[src/rtl/ula_sequenciador.sv]
// rtl/ula_sequenciador.sv - command FIFO plus sequencer that issues one ALU operation at a time
// Queues {op,a,b} commands, drives a registered-result ALU and returns its result with a handshake.
module ula_sequenciador #(
    parameter int FIFO_DEPTH = 4
) (
    input  logic                          clk,
    input  logic                          rst_n,
    input  logic                          cmd_valid,
    output logic                          cmd_ready,
    input  logic [7:0]                    cmd_a,
    input  logic [7:0]                    cmd_b,
    input  logic [2:0]                    cmd_op,
    output logic [7:0]                    alu_a,
    output logic [7:0]                    alu_b,
    output logic [2:0]                    alu_op,
    input  logic [7:0]                    alu_s,
    input  logic                          alu_flag,
    output logic                          res_valid,
    input  logic                          res_ready,
    output logic [7:0]                    res_s,
    output logic                          res_flag,
    output logic                          res_err,
    output logic                          busy,
    output logic [$clog2(FIFO_DEPTH):0]   fifo_count
);

    localparam int AW = $clog2(FIFO_DEPTH);
    localparam int CW = AW + 1;

    typedef enum logic [2:0] {
        OCIOSO  = 3'd0,
        EMITE   = 3'd1,
        ESPERA  = 3'd2,
        COLETA  = 3'd3,
        ENTREGA = 3'd4
    } state_t;

    state_t          state;
    state_t          state_next;
    logic [18:0]     mem [FIFO_DEPTH];
    logic [AW-1:0]   wr_ptr;
    logic [AW-1:0]   rd_ptr;
    logic [CW-1:0]   count;
    logic            ready_en;
    logic [18:0]     head;
    logic            head_legal;
    logic            push;
    logic            pop;
    logic            load_alu;
    logic            load_err;
    logic            cap_flag;
    logic            cap_s;
    logic            done;

    // ready_en keeps cmd_ready low during reset and until the first edge after release
    assign cmd_ready  = ready_en && (count < CW'(FIFO_DEPTH));
    assign push       = cmd_valid && cmd_ready;
    assign head       = mem[rd_ptr];
    assign head_legal = (head[18:16] <= 3'd4);
    assign fifo_count = count;
    assign busy       = (state != OCIOSO);

    always_ff @(posedge clk) begin
        if (push) begin
            mem[wr_ptr] <= {cmd_op, cmd_a, cmd_b};
        end
    end

    always_ff @(posedge clk or negedge rst_n) begin
        if (!rst_n) begin
            wr_ptr   <= '0;
            rd_ptr   <= '0;
            count    <= '0;
            ready_en <= 1'b0;
        end else begin
            ready_en <= 1'b1;
            if (push) wr_ptr <= wr_ptr + AW'(1);
            if (pop)  rd_ptr <= rd_ptr + AW'(1);
            case ({push, pop})
                2'b10:   count <= count + CW'(1);
                2'b01:   count <= count - CW'(1);
                default: count <= count;
            endcase
        end
    end

    always_ff @(posedge clk or negedge rst_n) begin
        if (!rst_n) begin
            state <= OCIOSO;
        end else begin
            state <= state_next;
        end
    end

    always_comb begin
        state_next = state;
        pop        = 1'b0;
        load_alu   = 1'b0;
        load_err   = 1'b0;
        cap_flag   = 1'b0;
        cap_s      = 1'b0;
        done       = 1'b0;
        case (state)
            OCIOSO: begin
                if (count != '0) begin
                    pop = 1'b1;
                    if (head_legal) begin
                        load_alu   = 1'b1;
                        state_next = EMITE;
                    end else begin
                        load_err   = 1'b1;
                        state_next = ENTREGA;
                    end
                end
            end
            EMITE:   state_next = ESPERA;
            ESPERA: begin
                cap_flag   = 1'b1;
                state_next = COLETA;
            end
            COLETA: begin
                cap_s      = 1'b1;
                state_next = ENTREGA;
            end
            ENTREGA: begin
                if (res_ready) begin
                    done       = 1'b1;
                    state_next = OCIOSO;
                end
            end
            default: state_next = OCIOSO;
        endcase
    end

    always_ff @(posedge clk or negedge rst_n) begin
        if (!rst_n) begin
            alu_a     <= '0;
            alu_b     <= '0;
            alu_op    <= '0;
            res_s     <= '0;
            res_flag  <= 1'b0;
            res_err   <= 1'b0;
            res_valid <= 1'b0;
        end else begin
            if (load_alu) begin
                alu_op <= head[18:16];
                alu_a  <= head[15:8];
                alu_b  <= head[7:0];
            end
            // flag only carries meaning for add carry-out and sub borrow
            if (cap_flag) begin
                res_flag <= (alu_op == 3'd0 || alu_op == 3'd1) ? alu_flag : 1'b0;
            end
            if (cap_s) begin
                res_s     <= alu_s;
                res_err   <= 1'b0;
                res_valid <= 1'b1;
            end
            if (load_err) begin
                res_s     <= '0;
                res_flag  <= 1'b0;
                res_err   <= 1'b1;
                res_valid <= 1'b1;
            end
            if (done) begin
                res_valid <= 1'b0;
            end
        end
    end

endmodule

[config.mk]
export PLATFORM = sky130hd
export DESIGN_NAME = ula_sequenciador
export DESIGN_NICKNAME = d
export VERILOG_FILES = /design/src/rtl/ula_sequenciador.sv
export SDC_FILE = /design/constraint.sdc
export NUM_CORES = 1
export LEC_CHECK = 0
export BUFFER_PORTS_ARGS = -buffer_cell sky130_fd_sc_hd__buf_2
export CAP_MARGIN = 20
export CORE_MARGIN = 2
export CORE_UTILIZATION = 33
export CTS_CLUSTER_DIAMETER = 40
export CTS_CLUSTER_SIZE = 20
export DETAILED_ROUTE_END_ITERATION = 12
export PLACE_DENSITY = 0.53
export SYNTH_ARGS = -nofsm -noshare
export SYNTH_HDL_FRONTEND = slang
export SYNTH_SLANG_ARGS = --single-unit
[constraint.sdc]
create_clock -name clk -period 7.1 [get_ports clk]
set_clock_uncertainty 0.05 [all_clocks]
set_input_delay 0.71 -clock clk [delete_from_list [all_inputs] [get_ports clk]]
set_output_delay 0.71 -clock clk [all_outputs]
set_load 0.02 [all_outputs]
==> metrics.md <==
| Metric | Value |
|---|---|
| Status | complete, no violations |
| Yosys top cell area share | 46.7% |
| Crit path kind | flip-flop to flip-flop |
| Worst Setup Start Kind | flip-flop |
| Root Driver | clkbuf_16 |
| I/O Buffers | 66 |
| Htree depth | 4 |
| Slowest cell on crit path | nor2_1 |
| Most frequent cells after synthesis | 76 x edfxtp_1, 41 x dfrtp_1, 22 x o211ai_1 |
| Crit path buf inv count | 3 |
| Clk_lat worst skew | 0.41 ns |
| Die H | 126 µm |
| Critical path arrival | 3.47 ns |
| Vias | 2811 |
| # DRC | 0 |
| WHS | 0.397 ns |
| Power Density | 479 nW/µm² |
| Boundary Pins | 67 |
| Final min period | 3.19 ns |
| Fin nets | 407 |
| Initial Utilization | 33.8% |
| Die Area | 15800 µm² |
| Synth-to-layout area growth | 21.3% |
| Sequential share of the synthesized area | 67.7% |
| Worst VDD drop | 206 µV |
| Antenna diode count | 0 |
| Max incr delay on CP | 0.67 ns |
| Core area | 14500 µm² |
| Period utilisation layout | 44.9% |
| Routed len/inst | 17.9 µm |
| DR pass1 iterations | 4 |
| Synth Register Bits | 117 |
| CP Cell Sequence | nor3_2 > buf_4 > inv_1 > nor2_1 > ha_1 > inv_1 > fa_1 > xor2_1 > nor2_1 > xor2_1 |
| Relative max-transition margin | 27.7% |
| Antenna violations before repair | 2 |
| CTS buffer count | 17 |
| Clock-pin slew on the worst setup and hold paths | 0.05 ns |
| CTS tree | done |
| Least-Margin Pin Slew | 1.09 ns |
| Synthesized cell area | 4890 µm² |
| Synth area leaders | edfxtp_1 47%, dfrtp_1 21%, mux4_2 7.8%, o211ai_1 3.4%, o211ai_2 2.6% |
| Hpwl dp | 6.40 mm |
| Warnings, synthesis | 0 |
| Endpoints failing hold | 0 |
| Cts repair resizes | 0 |
| Post-Syn Instances | 305 |
| FP Rows | 44 |
| Vias in the first global route | 2926 |
| Leakage | 2.27 nW |
| Final ANT Viol Nets | 0 |
| RSZ-0062 raised after global routing | false |
| Most common cell in the netlist | edfxtp_1 |
| Crit path required time | 7.38 ns |
| All-Layer GR Usage | 13.5% |
| Final setup TNS | 0 ns |
| Syn_nets | 343 |
| CP max FO | 21 |
| Total power | 0.00284 W |
| Post-synthesis cell type count | 38 |
| Setup Buffers After CTS | 0 |
| Vias per cell | 4.98 |
| Synth area leader | edfxtp_1 |
| Crit. End Element | flip-flop |
| Post-synth EDFFs | 76 |
| Sink Count | 117 |
| Max-slew violations | 0 |
| Final WL | 10.1 mm |
| Max Buffers Root-to-Sink | 2 |
| Largest net degree at the start of global routing | 42 |
| Share of layout cells above drive strength 1 | 32.8% |
| Max Cap Violations | 0 |
| Hold Path Class | input port to asynchronous set/reset pin |
| Die Wd | 126 µm |
| Global-route wire length before repair | 16.2 mm |
| CP delay by family, top | simple AND/OR/NAND/NOR gates |
| Fmax | 0.314 GHz |
| DRT iter0 DRCs | 130 |
| Avg Synthesized Cell Area | 16.0 µm² |
| Setup-failing EPs final | 0 |
| Post-synth ARST share | 35.0% |
| Top_reg_cell synth | edfxtp_1 |
| GPL Wtd Cong | 0.708 |
| Total grt overflow | 0 |
| Reg2Reg Setup Slack | 3.91 ns |
| Hold-fix buffers, CTS | 0 |
-- cells in the final DEF, fill, tap and decap left out, types with 2 or more instances in the layout --
cell type and instances:
bufinv_16 3, nor3b_1 2, clkinv_1 3, nor3_2 2, dfrtp_1 41, edfxtp_1 76
a21oi_1 10, o211ai_2 10, or3_1 2, clkinv_2 2, clkbuf_16 17, clkbuf_1 3
and3_1 4, mux4_1 2, mux2i_1 10, a2bb2oi_1 2, nand3_1 20, nand2_1 4
buf_2 66, buf_4 2, xnor2_1 4, inv_1 9, mux4_2 17, o21ai_0 16
nor3_1 3, xor2_1 3, o211ai_1 22, nor2_1 4, ha_1 5, clkinvlp_4 2
-- worst reg2reg max path, cell delays in order, from the launching register on --
cell and delay (ns):
dfrtp_1 0.47, nor3_2 0.19, buf_4 0.27, inv_1 0.33, nor2_1 0.68, ha_1 0.31, inv_1 0.06, fa_1 0.37
xor2_1 0.15, nor2_1 0.11, xor2_1 0.14
-- per-stage QoR --
stage	instance area, µm²	utilization, %	setup WS (ns)	instances
global route	5930	41.0	3.70	565
CTS	5920	40.9	3.85	564
finish	5930	41.0	3.91	565
global placement	5330	36.8	3.89	532
floorplan	4890	-	4.73	305
detailed placement	5340	36.9	3.84	533
-- metal layers --
metal	global-route usage [%]	vias up	wire (µm)
li1	-	1321	-
met1	17.4	1408	4540
met2	21.2	62	4860
met3	4.25	16	459
met4	5.69	4	202
met5	0	-	24
-- cell type report --
cell class,instances,area (µm²)
Tap cell,184,230
Timing Repair Buffer,70,372
Inverter,9,33.8
Fill cell,1320,8550
Sequential cell,117,3310
Clock inverter,11,135
Multi-Input combinational cell,154,1420
Clock buffer,20,437
-- cell families (layout without fill, tap and decap cells) --
group	Yosys count	in the layout	share of synthesized area [%]
xor gates and xnor gates	7	7	1.25
and+or+nand+nor	44	44	4.66
AOI/OAI and AO/OA	66	66	9.88
DFF	117	117	67.7
muxes	30	30	11.2
other	1	1	0.0767
buffers and inverters	34	110	3.58
adders and majority gates	6	6	1.69
-- where the power goes --
part | internal (W) | switching (W) | total, W | leakage [nW]
sequential | 0.000882 | 0.000128 | 0.00101 | 1.17
combinational | 0.000400 | 0.000607 | 0.00101 | 0.825
clock | 0.000544 | 0.000282 | 0.000826 | 0.272
total | 0.00183 | 0.00102 | 0.00284 | 2.27
-- flip-flops by register name (all words and copies together) (netlist names), 3 cells and up --
register,flops
alu_a,8
state,3
fifo_count,3
mem,76
res_s,8
alu_b,8
alu_op,3
-- path summary, 6_finish.rpt --
check / to / from / depth (start not counted)
setup / recovery: fifo_count[2]$_DFFE_PN0P_ / state[0]$_DFFE_PN0P_ / 10
hold / removal: res_s[6]$_DFFE_PN0P_ / rst_n / 1
setup reg to reg: fifo_count[2]$_DFFE_PN0P_ / state[0]$_DFFE_PN0P_ / 10
hold reg to reg: res_err$_DFFE_PN0P_ / res_err$_DFFE_PN0P_ / 2
max in group asynchronous: alu_a[1]$_DFFE_PN0P_ / rst_n / 1
min in group clk: res_err$_DFFE_PN0P_ / res_err$_DFFE_PN0P_ / 2
Note: power is estimated with default switching activity, not from simulation.
